File: src/rtl/bootrom_reader.sv
// bootrom_reader: reads consecutive 64-bit boot ROM words into a small FIFO
// and hands them to a valid/ready consumer, hiding ROM wait states.
module bootrom_reader #(
  parameter int FIFO_DEPTH = 4,
  parameter int TIMEOUT    = 255
) (
  input  logic        clk,
  input  logic        rst,
  input  logic        start,
  input  logic        abort,
  input  logic [17:0] base_adr,
  input  logic [15:0] count,
  output logic        busy,
  output logic        done,
  output logic        err,
  output logic        cs,
  output logic        cyc,
  output logic [17:0] adr,
  input  logic        ack,
  input  logic [63:0] dat_i,
  output logic [63:0] dout,
  output logic        dout_vld,
  input  logic        dout_rdy
);

  localparam int AW = $clog2(FIFO_DEPTH);
  localparam int CW = AW + 1;
  localparam logic [CW-1:0] FULL = CW'(FIFO_DEPTH);
  localparam logic [7:0] TMO_LAST = 8'(TIMEOUT - 1);

  typedef enum logic [1:0] {
    IDLE,
    REQ,
    GAP,
    FIN
  } state_e;

  state_e        state_q;
  logic          cs_q;
  logic          busy_q;
  logic          done_q;
  logic          err_q;
  logic [17:0]   adr_q;
  logic [15:0]   rem_q;
  logic [7:0]    tmo_q;

  logic [63:0]   mem_q [FIFO_DEPTH];
  logic [AW-1:0] wr_q;
  logic [AW-1:0] rd_q;
  logic [CW-1:0] cnt_q;
  logic [CW-1:0] cnt_d;

  logic push;
  logic pop;
  logic has_slot;
  logic unused;

  assign unused   = ^base_adr[2:0];
  assign has_slot = cnt_q != FULL;
  assign push     = (state_q == REQ) & ack & ~abort;
  assign pop      = dout_vld & dout_rdy & ~abort;

  assign cs       = cs_q;
  assign cyc      = cs_q;
  assign adr      = adr_q;
  assign busy     = busy_q;
  assign done     = done_q;
  assign err      = err_q;
  assign dout_vld = cnt_q != '0;
  assign dout     = mem_q[rd_q];

  always_comb begin
    cnt_d = cnt_q;
    unique case ({push, pop})
      2'b10:   cnt_d = cnt_q + CW'(1);
      2'b01:   cnt_d = cnt_q - CW'(1);
      default: cnt_d = cnt_q;
    endcase
  end

  always_ff @(posedge clk or posedge rst) begin
    if (rst) begin
      wr_q  <= '0;
      rd_q  <= '0;
      cnt_q <= '0;
      for (int i = 0; i < FIFO_DEPTH; i++) begin
        mem_q[i] <= '0;
      end
    end else if (abort) begin
      wr_q  <= '0;
      rd_q  <= '0;
      cnt_q <= '0;
    end else begin
      if (push) begin
        mem_q[wr_q] <= dat_i;
        wr_q        <= wr_q + AW'(1);
      end
      if (pop) begin
        rd_q <= rd_q + AW'(1);
      end
      cnt_q <= cnt_d;
    end
  end

  // REQ is only entered with a free slot, so an ack can always be pushed.
  always_ff @(posedge clk or posedge rst) begin
    if (rst) begin
      state_q <= IDLE;
      cs_q    <= 1'b0;
      busy_q  <= 1'b0;
      done_q  <= 1'b0;
      err_q   <= 1'b0;
      adr_q   <= '0;
      rem_q   <= '0;
      tmo_q   <= '0;
    end else begin
      done_q <= 1'b0;
      if (abort) begin
        state_q <= IDLE;
        cs_q    <= 1'b0;
        busy_q  <= 1'b0;
        rem_q   <= '0;
        tmo_q   <= '0;
      end else begin
        unique case (state_q)
          IDLE: begin
            if (start) begin
              adr_q <= {base_adr[17:3], 3'b000};
              rem_q <= count;
              err_q <= 1'b0;
              tmo_q <= '0;
              if (count == '0) begin
                state_q <= FIN;
                done_q  <= 1'b1;
              end else if (has_slot) begin
                state_q <= REQ;
                cs_q    <= 1'b1;
                busy_q  <= 1'b1;
              end else begin
                state_q <= GAP;
                busy_q  <= 1'b1;
              end
            end
          end
          REQ: begin
            if (ack) begin
              adr_q   <= adr_q + 18'd8;
              rem_q   <= rem_q - 16'd1;
              tmo_q   <= '0;
              cs_q    <= 1'b0;
              state_q <= GAP;
            end else if (tmo_q == TMO_LAST) begin
              err_q   <= 1'b1;
              cs_q    <= 1'b0;
              busy_q  <= 1'b0;
              tmo_q   <= '0;
              state_q <= IDLE;
            end else begin
              tmo_q <= tmo_q + 8'd1;
            end
          end
          // Stale acks arrive here while cyc is low; GAP never looks at ack.
          GAP: begin
            if (rem_q == '0) begin
              state_q <= FIN;
              done_q  <= 1'b1;
              busy_q  <= 1'b0;
            end else if (has_slot) begin
              state_q <= REQ;
              cs_q    <= 1'b1;
            end
          end
          FIN: begin
            state_q <= IDLE;
          end
          default: begin
            state_q <= IDLE;
          end
        endcase
      end
    end
  end

endmodule

File: config.mk
export PLATFORM = sky130hd
export DESIGN_NAME = bootrom_reader
export DESIGN_NICKNAME = d
export VERILOG_FILES = /design/src/rtl/bootrom_reader.sv
export SDC_FILE = /design/constraint.sdc
export NUM_CORES = 1
export LEC_CHECK = 0
export BUFFER_PORTS_ARGS = -buffer_cell sky130_fd_sc_hd__buf_2
export CAP_MARGIN = 20
export CORE_AREA = 2 2 211 151
export DETAILED_ROUTE_END_ITERATION = 7
export DIE_AREA = 0 0 213 153
export PLACE_DENSITY = 0.79
export SLEW_MARGIN = 30
export SYNTH_ARGS = -nofsm -noshare
export SYNTH_HDL_FRONTEND = slang
export SYNTH_SLANG_ARGS = --single-unit
File: constraint.sdc
create_clock -name clk -period 10.5 [get_ports clk]
set_input_delay 1.575 -clock clk [delete_from_list [all_inputs] [get_ports clk]]
set_output_delay 1.575 -clock clk [all_outputs]
set_load 0.02 [all_outputs]
==> Word-level counts from Yosys, hierarchy flattened <==
Index checks and enable logic that the tools add are counted.
W data, S select, Z words.
{ "totals": {"reg_bits": 311, "word_cells": 127} }
{ "classes": {"n_addsub": 7, "magnitude_cmp": 3, "eq_ne": 20, "mux": 56, "n_bitwise": 7, "reduce_logical": 19} }
{ "op_table": {"columns": ["op", "n"], "rows": [
  ["$bwmux W256", 1],
  ["$mux W64", 3],
  ["$bmux W64 S2", 1],
  ["$demux W64 S2", 1],
  ["$mux W16", 3],
  ["$mux W18", 2],
  ["$pmux W18 S2", 1],
  ["$logic_not A16 Y1", 2],
  ["$mux W8", 4],
  ["$pmux W16 S2", 1],
  ["$mux W2", 12],
  ["$ne A3 B3 Y1 const B", 7],
  ["$mux W1", 19],
  ["$add A18 B4 Y18 const B", 1],
  ["$pmux W8 S2", 1],
  ["$sub A16 B1 Y16 const B", 1],
  ["$reduce_and A5 Y1", 2],
  ["$reduce_bool A3 Y1", 3],
  ["$add A8 B1 Y8 const B", 1],
  ["$eq A8 B8 Y1 const B", 1],
  ["$pmux W2 S4", 1],
  ["$eq A2 B2 Y1 const B", 3],
  ["$ge A3 B3 Y1 const B", 2],
  ["$ne A2 B2 Y1 const B", 3],
  ["other kinds (24)", 36]
]} }

==> Logic depth before layout (Yosys ltp) <==
Gate-level depths: netlist (run 1).
{ "depth": {"depth_word": 6, "ltp_mapped": 11, "depth_no_buf": 10} }

==> Worst setup path after synthesis (run 1) <==
No wires, ideal clock.
{ "synth_path": {"path_type": "register to output", "startpoint": "register rd_q[0]", "endpoint": "output port dout[25]", "arrival_time_ns": 1.974, "required_time_ns": 8.925, "path_slack_ns": 6.951, "path_stages_with_launch": 4, "path_buffers": 2, "cell_sequence": "dfrtp_1 -> buf_1 -> buf_1 -> mux4_2"} }
{ "synth_via": {"elab_chain_len": 4} }
{ "synth_lines": {"columns": ["item", "line_no", "source"], "rows": [
  ["from (decl)", "49", "logic [AW-1:0] rd_q;"],
  ["from (signal assigned)", "99", "rd_q <= rd_q + AW'(1);"],
  ["$not A2 Y3 (not written as such)", "70", "assign dout = mem_q[rd_q];"],
  ["$bmux W64 S2", "70", null],
  ["$mux W64 (not written as such) (2 in series)", "70", null],
  ["to (decl)", "21", "output logic [63:0] dout,"]
]} }
Every way passes these cells. The select of a mux whose other input is x is not followed.

==> Worst setup path in the final report (run 1) <==
{ "layout_path": {"startpoint": "register rd_q[0]", "endpoint": "output port dout[3]"} }
The elaborated chain is that of the path after synthesis.

==> results.md, run 1 <==
* Outcome: complete, no violations
* Switching pwr at roughly 0.0015 W
* Vias in the first global route at 9558
* Seq/Total Area, Yosys at 0.544
* # DRC at 0
* Overall routed net length at ~31000 um
* Post-synth EDFFs at 0
* Fin crit share at 0.433
* VDD IR-drop max at approximately 150 uV
* Yosys warns at 0
* Synth area leader: dfrtp_1
* Setup TNS Final at 0 ns
* Async set-reset flop share out of synthesis at 1.00
* Die area at between 0.03 and 0.04 sq mm
* Seq pwr share at 0.389
* Critical path type: reg -> out
* Worst Hold Class: reg -> reg
* Power Total at 0.00450 W
* Area growth syn-to-layout at 18.0%
* Drt wl/cell at 19.4 um
* Post-route ant nets at 0
* Hold Vio Cnt, Final at 0
* Part of the power in combinational logic at 0.338
* HPWL Detailed at approximately 20000 um
* Critical Path RT at 8.93 ns
* Avg Cell Area, Syn at 14.1 sq um
* Row cnt at 54
* Fmax at 220 MHz
* # port buffers at roughly 190
* Congestion Overflow GR at 0
* PostCTS Resize Cnt at 0
* Largest net degree at the start of global routing at 80
* Longest Clk Path Bufs at 3
* Die W at 213 um
* CP Launch Type: flop
* Rel. slew slack at 0.389
* Cells after Synth at 1004
* Share of post-route cells with drive strength above 1 at 0.489
* RSZ-0062 raised after global routing: false
* R2R cell count at 7
* Via count at 9099
* Number of hold buffers added after cts at 0
* Core area at 0.0306 sq mm
* CP arrival at 2.97 ns
* DR pass1 iterations at 5
* Mapped cell area at 0.0142 sq mm
* Net Sw Frac at 0.337
* Power share of the clock group at 0.273
* Starting density of the core at 0.463
* Worst skew pair latency at 0.58 ns
* Max_cap viols at 0
* Via density at 5.62
* Yosys cell types at 58
* Pins Over Slew Limit at 0
* FILL cells at 2495
* Routability Congestion at roughly 0.84
* Clk root buf: clkbuf_16
* Initial antenna violation count at 1
* GRT Total Usage at 0.197
* Top-area cell type share of the netlist area at 0.544
* H-tree levels at 1
* Clk sink count at roughly 300
* Setup crit end kind: primary output
* Critical Path Fanout Max at 34
* Top post-synthesis cells by area: dfrtp_1 54%, mux2_2 20%, mux4_2 10%, o21ai_0 1.7%, clkbuf_1 1.3%
* Leakage at 7.87 nW
* Total CTS buffers at 31
* Number of synthesized register bits at roughly 300
* Power Density at 269 mW/mm^2
* Io pins at 192
* Clk_skew at 0.0113 ns
* Final net count at 1289
* Hold Path Stages at 1
* Int Power at 0.00299 W
* Actual slew at the worst max-slew pin at 0.917 ns
* Post-CTS Setup Bufs at 0
* Most common cell after layout, fill and taps aside: dfrtp_1
* Most used cells in the layout excluding fill and tap cells: 306 x dfrtp_1, 256 x mux2_2, 185 x buf_2
* Storage cell area at 0.00771 sq mm
* Synth Flop Type: dfrtp_1
* DR iter-0 viols at between 500 and 600
* Final Critical Period at 4.55 ns
* Multi-input logic area at 0.00620 sq mm
* Clock-pin slew on the worst setup and hold paths at 0.06 ns
* Final setup violating endpoints at 0
* First-pass GRT wire length at about 51000 um
* Die height at 153 um
* TritonCTS clock tree: done
-- cell type report --
class,count,share of cell area
well taps,420,0.0315
multi-input cells,618,0.371
clock inverters,11,0.0136
clock buffers,47,0.0548
repair buffers,197,0.0627
flip-flops and latches,308,0.462
diodes,2,0.000300
inverters,17,0.00427
-- worst max-delay path, cell delays in order, from the launching register on --
cell and delay (ns):
dfrtp_4 0.87, buf_4 0.67, mux4_2 0.61, buf_2 0.18
-- flip-flops by register name (all words and copies together), names as in the netlist --
signal / flops
state_q: 2
done: 1
tmo_q: 8
err: 1
adr: 15
rd_q: 2
wr_q: 2
rem_q: 16
cs: 1
cnt_q: 3
busy: 1
mem_q: 256
-- path summary, 6_finish.rpt --
| path | start | slack [ns] | to |
|---|---|---|---|
| setup / recovery | rd_q[0]$_DFFE_PP0P_ | 5.95 | dout[3] |
| hold / removal | tmo_q[7]$_DFFE_PP0P_ | 0.49 | tmo_q[7]$_DFFE_PP0P_ |
| setup reg to reg | rem_q[0]$_DFFE_PP0P_ | 7.71 | busy$_DFFE_PP0P_ |
| hold reg to reg | tmo_q[7]$_DFFE_PP0P_ | 0.49 | tmo_q[7]$_DFFE_PP0P_ |
| max in group asynchronous | rst | 7.68 | mem_q[94]$_DFFE_PP0P_ |
| min in group asynchronous | rst | 1.04 | adr[4]$_DFFE_PP0P_ |
-- metal layers --
layer,track usage,wire length [um],vias to the layer above
li1,-,-,4091
met1,0.276,14100,4715
met2,0.309,14400,237
met3,0.0524,2130,56
met4,0.0446,765,0
met5,0,0,-
-- cells by family (layout without fill, tap and decap cells) --
kind of cell / Yosys count / after routing / synth area share
fa+ha+maj: 12 / 12 / 0.0111
compound gates: 116 / 116 / 0.0498
simple gates: 146 / 146 / 0.0521
mux: 335 / 335 / 0.316
flops: 308 / 308 / 0.544
buf+inv: 80 / 272 / 0.0224
other cells: 1 / 5 / 0.000265
xor+xnor: 6 / 6 / 0.00371
-- power groups by stage --
stage,logic (W),registers (W),clock network (W)
after detailed placement,0.00152,0.00177,0
after global placement,0.00148,0.00174,0
after floorplan,0.00112,0.00171,0
after global routing,0.00165,0.00180,0.00131
final,0.00152,0.00175,0.00123
after CTS,0.00153,0.00175,0.00126
-- Yosys cell counts (all sizes together), types with 4 or more instances --
library cell and n:
dfrtp 308, mux2 258, mux4 64, clkbuf 49, o21ai 47, nand2 34, nor2 33, a21oi 27
nand3 17, inv 16, buf 14, mux2i 13, nor4 12, ha 11, nor3 10, o22ai 10
nor2b 8, a31oi 6, or3 6, o31ai 5, xnor2 5, nand4 4, or4 4
-- stage by stage --
stage	std cells	cell area [sq um]	hold slack (ns)	setup WS, ns	utilization
finish	1620	16700	0.492	5.95	0.546
CTS	1618	16700	0.487	5.83	0.545
global placement	1559	15500	0.461	6.13	0.507
floorplan	1006	14200	0.438	0.409	-
detailed placement	1560	15500	0.476	6.38	0.508
global route	1618	16700	0.510	5.70	0.546
Note: power is estimated with default switching activity, not from simulation.
==> inputs of run 2 (changes only) <==
==> constraint.sdc (replaced) <==
create_clock -name clk -period 4.12 [get_ports clk]
set_input_delay 0.618 -clock clk [delete_from_list [all_inputs] [get_ports clk]]
set_output_delay 0.618 -clock clk [all_outputs]
set_load 0.02 [all_outputs]
==> run 2 against run 1 <==
Wire length increased by 0.47%. First-iteration DRC count shrank 6.9%. Global-route usage increased by 0.11 points. Count of clock-buffer cells in the layout down 12. Non-clock buffer count up 1. Critical path depth unchanged.
==> results.md, run 2 (synthesis gave the netlist of run 1 again) <==
* Outcome: complete, no violations
* Rel. slew slack at 0.387
* Worst skew pair latency at 0.57 ns
* Setup crit end kind: primary output
* Top reg by flops: mem_q
* Power Total at roughly 0.011 W
* GRT Total Usage at 0.198
* Clk_skew at 0.0248 ns
* First-pass GRT wire length at ~52000 um
* Via density at between 5 and 6
* VDD IR-drop max at about 430 uV
* Area growth syn-to-layout at 17.4%
* DR iter-0 viols at approximately 560
* Fin crit share at 0.778
* Critical Path RT at 3.50 ns
* Clock-pin slew on the worst setup and hold paths at 0.07 ns
* Critical path type: reg -> out
* Vias in the first global route at 9471
* Clk sink count at roughly 310
* FILL cells at approximately 2500
* Setup TNS Final at 0 ns
* Max_cap viols at 0
* Io pins at 192
* # DRC at 0
* Final setup violating endpoints at 0
* PostCTS Resize Cnt at 0
* Die height at about 150 um
* Via count at 8963
* Core area at 0.0306 sq mm
* Worst Hold Class: in -> async
* Row cnt at 54
* Final Critical Period at 3.21 ns
* CP arrival at 2.59 ns
* TritonCTS clock tree: done
* # port buffers at around 190
* RSZ-0062 raised after global routing: false
* Largest net degree at the start of global routing at 156
* Share of post-route cells with drive strength above 1 at 0.494
* Total CTS buffers at 30
* Drt wl/cell at 19.5 um
* Overall routed net length at approximately 32000 um
* Final net count at about 1300
* CP Launch Type: flop
* Min Hold Slack at 0.258 ns
* Most used cells in the layout excluding fill and tap cells: 306 x dfrtp_1, 256 x mux2_2, 185 x buf_2
* Initial antenna violation count at 2
* Number of hold buffers added after cts at 0
* Most common cell after layout, fill and taps aside: dfrtp_1
* Pins Over Slew Limit at 0
* Starting density of the core at 0.463
* Congestion Overflow GR at 0
* Leakage at about 7.8 nW
* Hold Vio Cnt, Final at 0
* R2R cell count at 8
* Die W at around 210 um
* Clk root buf: clkbuf_16
* Actual slew at the worst max-slew pin at 0.920 ns
* Routability Congestion at around 0.86
* Post-route ant nets at 0
* H-tree levels at 1
* Critical Path Fanout Max at 35
* Die area at about 0.033 sq mm
* Longest Clk Path Bufs at 3
* Fmax at 312 MHz
* Power Density at 674 mW/mm^2
* Max reg flops at 256
* DR pass1 iterations at 5
* HPWL Detailed at 20400 um
* Post-CTS Setup Bufs at 0
-- run 2: routing by layer --
layer  track usage  up-vias  wire, um
li1              -     4074         -
met2         0.316      220     15000
met1         0.279     4629     14100
met5             0        -         0
met3        0.0477       40      1940
met4        0.0373        0       471
-- run 2: report_power, final --
group          internal, W  switching (W)
combinational      0.00183        0.00208
clock              0.00161        0.00122
sequential         0.00387       0.000588
total              0.00731        0.00389
-- run 2: worst paths after layout --
| kind | startpoint | endpoint | slack, ns |
|---|---|---|---|
| worst max-delay path | rd_q[0]$_DFFE_PP0P_ | dout[12] | 0.91 |
| worst min-delay path | rst | adr[4]$_DFFE_PP0P_ | 0.26 |
| worst max register to register | state_q[1]$_DFFE_PP0P_ | mem_q[54]$_DFFE_PP0P_ | 1.22 |
| worst min register to register | tmo_q[3]$_DFFE_PP0P_ | tmo_q[3]$_DFFE_PP0P_ | 0.49 |
| max in group asynchronous | rst | mem_q[39]$_DFFE_PP0P_ | 3.12 |
| min in group clk | dat_i[55] | mem_q[183]$_DFFE_PP0P_ | 0.32 |
-- run 2: cell type report --
type / count / area (sq um) / area share
Antenna cell: 2 / 5.00 / 0.000301
Clock inverter: 21 / 220 / 0.0132
Timing Repair Buffer: 198 / 1090 / 0.0653
Clock buffer: 35 / 810 / 0.0487
Tap cell: 420 / 526 / 0.0316
Inverter: 17 / 67.6 / 0.00406
Sequential cell: 308 / 7710 / 0.464
Multi-Input combinational cell: 618 / 6200 / 0.373
-- run 2: per-stage QoR --
stage | setup WS, ns | instances | instance area [sq um] | utilization
finish | 0.914 | 1619 | 16600 | 0.543
global route | 0.741 | 1617 | 16600 | 0.543
CTS | 0.830 | 1617 | 16600 | 0.543
detailed placement | 1.20 | 1561 | 15600 | 0.509
global placement | 1.20 | 1561 | 15600 | 0.509
floorplan | -0.597 | 1006 | 14200 | -
-- run 2: worst max-delay path: stages, from the launching register on --
cell	delay (ns)
dfrtp_4	0.86
buf_12	0.37
mux4_2	0.57
buf_2	0.18
